==> src/rtl/mips_boot_ctrl.sv <==
`default_nettype none
//============================================================================
// Module : mips_boot_ctrl
// Streams boot images into i/d memory, then runs the core and captures debug.
// Rev    : 1.0
//============================================================================
module mips_boot_ctrl #(
    parameter int DATA_W      = 32,
    parameter int IADDR_W     = 4,
    parameter int DADDR_W     = 5,
    parameter int CYC_W       = 16,
    parameter int RUN_CYCLES  = 500,
    parameter int RELEASE_DLY = 2,
    parameter int SEL_W       = 5,
    parameter int DBG_SEL     = 8
) (
    input  logic               clk,
    input  logic               rst,
    input  logic               start,
    input  logic [IADDR_W:0]   imem_words,
    input  logic [DADDR_W:0]   dmem_words,
    input  logic               ld_valid,
    output logic               ld_ready,
    input  logic [DATA_W-1:0]  ld_data,
    output logic               imem_we,
    output logic [IADDR_W-1:0] imem_addr,
    output logic [DATA_W-1:0]  imem_wdata,
    output logic               dmem_we,
    output logic [DADDR_W-1:0] dmem_addr,
    output logic [DATA_W-1:0]  dmem_wdata,
    output logic               core_rst,
    output logic [SEL_W-1:0]   dbg_sel,
    input  logic [DATA_W-1:0]  debug_data,
    input  logic               core_halt,
    output logic               busy,
    output logic               done,
    output logic               halted,
    output logic [DATA_W-1:0]  result
);

    localparam int IDX_W  = ((IADDR_W > DADDR_W) ? IADDR_W : DADDR_W) + 1;
    localparam int IDEPTH = 1 << IADDR_W;
    localparam int DDEPTH = 1 << DADDR_W;

    typedef enum logic [2:0] {
        S_IDLE    = 3'd0,
        S_LOAD_I  = 3'd1,
        S_LOAD_D  = 3'd2,
        S_RELEASE = 3'd3,
        S_RUN     = 3'd4,
        S_DONE    = 3'd5
    } state_t;

    state_t             state_q, state_d;
    logic [IDX_W-1:0]   icnt_q, icnt_d;
    logic [IDX_W-1:0]   dcnt_q, dcnt_d;
    logic [IDX_W-1:0]   idx_q, idx_d;
    logic [CYC_W-1:0]   cnt_q, cnt_d;
    logic               imem_we_q, imem_we_d;
    logic [IADDR_W-1:0] imem_addr_q, imem_addr_d;
    logic [DATA_W-1:0]  imem_wdata_q, imem_wdata_d;
    logic               dmem_we_q, dmem_we_d;
    logic [DADDR_W-1:0] dmem_addr_q, dmem_addr_d;
    logic [DATA_W-1:0]  dmem_wdata_q, dmem_wdata_d;
    logic               core_rst_q, core_rst_d;
    logic               halted_q, halted_d;
    logic [DATA_W-1:0]  result_q, result_d;

    logic [IDX_W-1:0]   w_icnt;
    logic [IDX_W-1:0]   w_dcnt;
    logic               w_accept;
    logic               w_run_end;

    assign w_icnt = (int'(imem_words) > IDEPTH) ? IDX_W'(IDEPTH) : IDX_W'(imem_words);
    assign w_dcnt = (int'(dmem_words) > DDEPTH) ? IDX_W'(DDEPTH) : IDX_W'(dmem_words);

    assign ld_ready  = (state_q == S_LOAD_I) || (state_q == S_LOAD_D);
    assign w_accept  = ld_valid && ld_ready;
    // A simultaneous halt and limit reports as a halt because halted takes core_halt directly.
    assign w_run_end = core_halt ||
                       ((RUN_CYCLES != 0) && (cnt_q == CYC_W'(RUN_CYCLES - 1)));

    always_comb begin
        state_d      = state_q;
        icnt_d       = icnt_q;
        dcnt_d       = dcnt_q;
        idx_d        = idx_q;
        cnt_d        = cnt_q;
        imem_we_d    = 1'b0;
        imem_addr_d  = imem_addr_q;
        imem_wdata_d = imem_wdata_q;
        dmem_we_d    = 1'b0;
        dmem_addr_d  = dmem_addr_q;
        dmem_wdata_d = dmem_wdata_q;
        core_rst_d   = core_rst_q;
        halted_d     = halted_q;
        result_d     = result_q;

        case (state_q)
            S_IDLE, S_DONE: begin
                if (start) begin
                    icnt_d     = w_icnt;
                    dcnt_d     = w_dcnt;
                    idx_d      = '0;
                    cnt_d      = '0;
                    halted_d   = 1'b0;
                    result_d   = '0;
                    core_rst_d = 1'b0;
                    if (w_icnt != '0)      state_d = S_LOAD_I;
                    else if (w_dcnt != '0) state_d = S_LOAD_D;
                    else                   state_d = S_RELEASE;
                end
            end
            S_LOAD_I: begin
                if (w_accept) begin
                    imem_we_d    = 1'b1;
                    imem_addr_d  = idx_q[IADDR_W-1:0];
                    imem_wdata_d = ld_data;
                    if (idx_q == icnt_q - IDX_W'(1)) begin
                        idx_d   = '0;
                        state_d = (dcnt_q != '0) ? S_LOAD_D : S_RELEASE;
                    end else begin
                        idx_d = idx_q + IDX_W'(1);
                    end
                end
            end
            S_LOAD_D: begin
                if (w_accept) begin
                    dmem_we_d    = 1'b1;
                    dmem_addr_d  = idx_q[DADDR_W-1:0];
                    dmem_wdata_d = ld_data;
                    if (idx_q == dcnt_q - IDX_W'(1)) begin
                        idx_d   = '0;
                        state_d = S_RELEASE;
                    end else begin
                        idx_d = idx_q + IDX_W'(1);
                    end
                end
            end
            S_RELEASE: begin
                // The first RELEASE cycle coincides with the final write strobe.
                if (cnt_q >= CYC_W'(RELEASE_DLY - 1)) begin
                    state_d    = S_RUN;
                    core_rst_d = 1'b1;
                    cnt_d      = '0;
                end else begin
                    cnt_d = cnt_q + CYC_W'(1);
                end
            end
            S_RUN: begin
                if (w_run_end) begin
                    state_d    = S_DONE;
                    core_rst_d = 1'b0;
                    halted_d   = core_halt;
                    result_d   = debug_data;
                end else if (cnt_q != '1) begin
                    cnt_d = cnt_q + CYC_W'(1);
                end
            end
            default: state_d = S_IDLE;
        endcase
    end

    always_ff @(posedge clk or negedge rst) begin
        if (!rst) begin
            state_q      <= S_IDLE;
            icnt_q       <= '0;
            dcnt_q       <= '0;
            idx_q        <= '0;
            cnt_q        <= '0;
            imem_we_q    <= 1'b0;
            imem_addr_q  <= '0;
            imem_wdata_q <= '0;
            dmem_we_q    <= 1'b0;
            dmem_addr_q  <= '0;
            dmem_wdata_q <= '0;
            core_rst_q   <= 1'b0;
            halted_q     <= 1'b0;
            result_q     <= '0;
        end else begin
            state_q      <= state_d;
            icnt_q       <= icnt_d;
            dcnt_q       <= dcnt_d;
            idx_q        <= idx_d;
            cnt_q        <= cnt_d;
            imem_we_q    <= imem_we_d;
            imem_addr_q  <= imem_addr_d;
            imem_wdata_q <= imem_wdata_d;
            dmem_we_q    <= dmem_we_d;
            dmem_addr_q  <= dmem_addr_d;
            dmem_wdata_q <= dmem_wdata_d;
            core_rst_q   <= core_rst_d;
            halted_q     <= halted_d;
            result_q     <= result_d;
        end
    end

    assign imem_we    = imem_we_q;
    assign imem_addr  = imem_addr_q;
    assign imem_wdata = imem_wdata_q;
    assign dmem_we    = dmem_we_q;
    assign dmem_addr  = dmem_addr_q;
    assign dmem_wdata = dmem_wdata_q;
    assign core_rst   = core_rst_q;
    assign dbg_sel    = SEL_W'(DBG_SEL);
    assign busy       = (state_q == S_LOAD_I) || (state_q == S_LOAD_D) ||
                        (state_q == S_RELEASE) || (state_q == S_RUN);
    assign done       = (state_q == S_DONE);
    assign halted     = halted_q;
    assign result     = result_q;

endmodule
`default_nettype wire

==> config.mk <==
export PLATFORM = sky130hd
export DESIGN_NAME = mips_boot_ctrl
export DESIGN_NICKNAME = d
export VERILOG_FILES = /design/src/rtl/mips_boot_ctrl.sv
export SDC_FILE = /design/constraint.sdc
export NUM_CORES = 1
export LEC_CHECK = 0
export BUFFER_PORTS_ARGS = -buffer_cell sky130_fd_sc_hd__buf_2
export CORE_MARGIN = 1
export CORE_UTILIZATION = 37
export DETAILED_ROUTE_END_ITERATION = 8
export GPL_ROUTABILITY_DRIVEN = 1
export MAX_ROUTING_LAYER = met4
export PLACE_DENSITY_LB_ADDON = 0.05
export SETUP_SLACK_MARGIN = 0.1
export SLEW_MARGIN = 30
export SYNTH_ARGS = -nofsm -noshare
export SYNTH_HDL_FRONTEND = slang
export SYNTH_SLANG_ARGS = --single-unit
==> constraint.sdc <==
create_clock -name clk -period 2.75 [get_ports clk]
set_input_delay 0 -clock clk [delete_from_list [all_inputs] [get_ports clk]]
set_output_delay 0 -clock clk [all_outputs]
set_load 0.02 [all_outputs]
Yosys cells after proc, flatten, opt, wreduce, memory -nomap -nowiden
Index checks and enable logic that the tools add are counted.
{"block": "word_totals", "register_bits": 146, "in_bits": 80, "word_cells": 96}
{"block": "op_classes", "addsub": 4, "order_cmp": 3, "n_eq_ne": 18, "muxes": 36, "reduce_logical": 21}
{"op": "$mux 16", "count": 4}
{"op": "$mux 32", "count": 2}
{"op": "$pmux 32 s2", "count": 1}
{"op": "$pmux 16 s3", "count": 1}
{"op": "$mux 6", "count": 6}
{"op": "$mux 3", "count": 7}
{"op": "$pmux 6 s3", "count": 1}
{"op": "$reduce_bool 6->1", "count": 3}
{"op": "$add 16x1->16 const B", "count": 1}
{"op": "$eq 16x9->1 const B", "count": 1}
{"op": "$ge 16x1->1 const B", "count": 1}
{"op": "$ne 16x16->1 const B", "count": 1}
{"op": "$pmux 3 s5", "count": 1}
{"op": "$ne 2x2->1 const B", "count": 7}
{"op": "$eq 6x6->1", "count": 2}
{"op": "$reduce_and 4->1", "count": 3}
{"op": "$sub 6x1->6 const B", "count": 2}
{"op": "$mux 1", "count": 9}
{"op": "$reduce_and 7->1", "count": 1}
{"op": "$add 6x1->6 const B", "count": 1}
{"op": "$eq 3x2->1 const B", "count": 2}
{"op": "$eq 3x3->1 const B", "count": 2}
{"op": "$gt 6x6->1 const B", "count": 1}
{"op": "$reduce_and 2->1", "count": 3}
{"op": "other kinds (14)", "count": 19}

Longest topological paths before layout
{"block": "depth", "depth_word": 7, "ltp_mapped": 9, "ltp_nobuf": 8}

Least setup slack after synthesis
OpenSTA, ideal clock, no wires.
{"block": "synth_path", "path_kind": "reg-to-reg", "from": "register cnt_q[13]", "to": "register state_q[0]", "setup_ns": 0.125, "t_arrival_ns": 2.177, "slack_ns": 0.448, "stages_incl_launch_ff": 7, "synth_period_minus_slack_ns": 2.302, "cell_sequence": "dfrtp_1 or4_4 nor4_4 a41oi_2 a211o_1 nand3b_4 mux2_4"}
{"block": "synth_between", "elab_chain_cells": 4, "elab_cells_between_ends": 6, "cone_classes": "order compare (1); eq/ne (3); reduce/logical (2)"}
{"item": "start, declared", "line": "58", "text": "logic [CYC_W-1:0] cnt_q, cnt_d;"}
{"item": "start signal, assigned", "line": "185", "text": "cnt_q <= cnt_d;"}
{"item": "parallel branches: the longest is 3 deep, another holds $ge 16x1->1"}
{"item": "$reduce_and 7->1 (no source line) *"}
{"item": "end signal, assigned", "line": "181", "text": "state_q <= state_d;"}
{"item": "end, declared", "line": "54", "text": "state_t state_q, state_d;"}
Mark *: on every way between the ends.
A chain may end at the register's enable or synchronous reset.

Worst setup path in the final report
Ends and elaborated chain as after synthesis.

==> flow_metrics.env <==
export IMPL_core_sq_um=16800
export IMPL_synth_distinct_cells=55
export IMPL_slew_violations=0
export IMPL_antenna_found_initial=0
export IMPL_rr_endpoint="state_q[0]$_DFFE_PN0P_"
export IMPL_netlist_area_leader_share_pct=56.2
export IMPL_irDropWorstVdd_v=0.000583
export IMPL_power_density_nw_per_um2=1090
export IMPL_wirelength_um=17100
export IMPL_diodes=0
export IMPL_max_stage_delay_ns=0.56
export IMPL_fmax_ghz=0.409
export IMPL_clk_pin_slew_ns=0.07
export IMPL_reg2reg_depth=6
export IMPL_globalRouteOverflowTotal=0
export IMPL_grt_busiest_layer="met2"
export IMPL_dp_hpwl_um=11300
export IMPL_placed_area_sq_um=7680
export IMPL_fin_ws_ns=0.305
export IMPL_fin_nets=889
export IMPL_wl_per_cell_um=16.5
export IMPL_required_ns=3.05
export IMPL_drcViolationCount=0
export IMPL_met3_usage_pct=5.59
export IMPL_die_area_sq_um=18000
export IMPL_setup_viol=0
export IMPL_place_ws_ns=0.307
export IMPL_postCtsSetupBuffers=0
export IMPL_via_per_inst=5.00
export IMPL_postRouteAntennaNets=0
export IMPL_synth_seq_cells=145
export IMPL_hold_class="in2async"
export IMPL_synth_largest_area_cell="dfrtp_1"
export IMPL_fillers=1517
export IMPL_r2r_start="cnt_q[13]$_DFFE_PN0P_"
export IMPL_whs_ns=0.156
export IMPL_yosysSeqAreaShare_pct=56.2
export IMPL_status="finished clean"
export IMPL_multi_input_area_sq_um=2600
export IMPL_r2r_slack_ns=0.31
export IMPL_clock_sinks=145
export IMPL_tightest_slew_ns=0.715
export IMPL_num_vias=5176
export IMPL_synth_area_per_cell_sq_um=12.3
export IMPL_drv_cap=0
export IMPL_clock_latency_ns=0.42
export IMPL_mappedNetlistArea_sq_um=6450
export IMPL_register_area_sq_um=3630
export IMPL_start_util_pct=38.4
export IMPL_io_pins=197
export IMPL_path_buf_inv=0
export IMPL_p_total_uw=9930
export IMPL_grt_setup_unrepaired="false"
export IMPL_cts_tree="yes"
export IMPL_p_leak_uw=0.00433
export IMPL_grt_pass1_wl_um=27900
export IMPL_drtIter0Drc=191
export IMPL_cp_max_fo=5
export IMPL_period_share_pct=88.9
export IMPL_slowest_stage="or4_4"
export IMPL_end_kind="flop"
export IMPL_row_count=47
export IMPL_syn2layout_area_growth_pct=40.9
export IMPL_fin_skew_ns=0.00967
export IMPL_finalHoldViolations=0
export IMPL_grt_max_degree=75
export IMPL_period_minus_slack_ns=2.44
export IMPL_globalplace_congestion=0.816
export IMPL_drive_gt1_share_pct=40.1
export IMPL_use_met1_pct=25.1
export IMPL_cts_buffers=17
export IMPL_cts_root_buffer="clkbuf_16"
export IMPL_cts_htree_levels=4
export IMPL_grt_pass1_vias=5575
export IMPL_async_reset_ff_share_pct=100
export IMPL_synth_edf_count=0
export IMPL_numPortBuffers=191
export IMPL_clk_path_buf_depth=2
export IMPL_fin_tns_setup_ns=0
export IMPL_critical_path_class="reg2reg"
export IMPL_syn_inst=525
export IMPL_drt_pass1_iterations=4
export IMPL_yosys_most_used_dff="dfrtp_1"
export IMPL_crit_arrival_ns=2.75
export IMPL_die_w_um=134
export IMPL_crit_path_start_kind="flop"
export IMPL_grt_use_met2_pct=32.6
export IMPL_synth_area_leaders="dfrtp_1 56%, mux2_2 13%, a22o_1 4.9%, o21ai_0 2.1%, a21oi_1 1.7%"
export IMPL_gr_usage_all_layers_pct=20.5
export IMPL_synth_warnings=0
export IMPL_slew_headroom_pct=52.3
export IMPL_worstPathCellList="or4_4 > nor4_4 > a41oi_2 > a211o_1 > nand3b_4 > mux2_4"
export IMPL_cp_top_family="simple AND/OR/NAND/NOR gates"
export IMPL_die_h_um=134
export IMPL_critPathLaunch="cnt_q[13]$_DFFE_PN0P_"
export IMPL_final_cell_area_sq_um=9090
## synth_stat cells, types with 4 or more instances
cell,instances
ha_1,6
inv_1,20
nor2_1,15
or4_1,11
a211oi_1,4
or3_1,10
nand3b_1,13
o21ai_0,27
clkbuf_1,18
dfrtp_1,145
a21oi_1,22
mux2_2,75
xnor2_1,6
nand2_1,14
nand4_1,4
buf_2,10
nand3_1,11
nor3_1,7
and2_1,5
o31ai_1,9
a22o_1,36
xor2_1,9
buf_4,6
## layout make-up
class	count	area share, %
Tap cell	220	3.03
Timing Repair Buffer	292	21.4
Clock inverter	13	1.28
Clock buffer	18	4.83
Multi-Input combinational cell	326	28.7
Inverter	21	0.867
Sequential cell	145	39.9
## state kept, by name (all words and copies together) (netlist names)
name	flops
icnt_q	5
dmem_addr	5
cnt_q	16
state_q	3
core_rst	1
dcnt_q	6
imem_wdata	32
dmem_wdata	32
idx_q	6
imem_we	1
imem_addr	4
result	32
dmem_we	1
halted	1
## kinds of logic (layout without fill, tap and decap cells)
group / count (synthesis) / in the layout / synth area share, %
flops: 145 / 145 / 56.2
buf+inv: 57 / 344 / 3.86
xor+xnor: 15 / 15 / 2.04
other cells: 2 / 5 / 0.116
fa+ha+maj: 8 / 8 / 1.47
simple gates: 105 / 105 / 9.87
mux: 77 / 77 / 13.5
compound gates: 116 / 116 / 12.9
## worst register-to-register path, stage by stage (launching register included)
cell	delay [ns]
dfrtp_1	0.40
or4_4	0.56
nor4_4	0.25
a41oi_2	0.24
a211o_1	0.39
nand3b_4	0.18
mux2_4	0.30
## per-stage QoR
step	utilization [%]	std cells
2_1_floorplan	-	528
5_1_grt	54.0	1035
4_1_cts	54.0	1035
3_3_place_gp	45.7	919
6_report	54.0	1035
3_5_place_dp	45.7	919
## report_power, final
group / switching, uW / leakage (uW) / internal (uW)
combinational: 2470 / 0.00219 / 1770
clock: 1000 / 0.000274 / 1210
sequential: 521 / 0.00186 / 2960
## placed cells by master (no fill, tap or decap), types with 15 or more instances in the layout
master           n
a21oi_1         22
a22o_1          36
buf_2          190
buf_4           15
clkbuf_16       17
dfrtp_1        145
dlygate4sd3_1   85
inv_1           20
mux2_2          75
o21ai_0         27
## how the worst max path moves through the flow
stage,end,cells past startpoint
2_1_floorplan,state_q[0]$_DFFE_PN0P_,6
3_3_place_gp,cnt_q[7]$_DFFE_PN0P_,8
3_5_place_dp,cnt_q[11]$_DFFE_PN0P_,8
4_1_cts,cnt_q[11]$_DFFE_PN0P_,8
5_1_grt,result[18]$_DFFE_PN0P_,9
6_report,state_q[0]$_DFFE_PN0P_,6
## what timing repair did
item                                   CTS  global route
hold buffers                            85             0
setup endpoints to repair                0            14
endpoints found under the hold margin  179             0
gates resized for setup                  0             1
## per-layer routing
layer / vias up / wire length (um)
li1: 2461 / -
met1: 2550 / 7610
met2: 138 / 8260
met3: 27 / 879
met4: 0 / 351
met5: - / 0
Note: power is estimated with default switching activity, not from simulation.
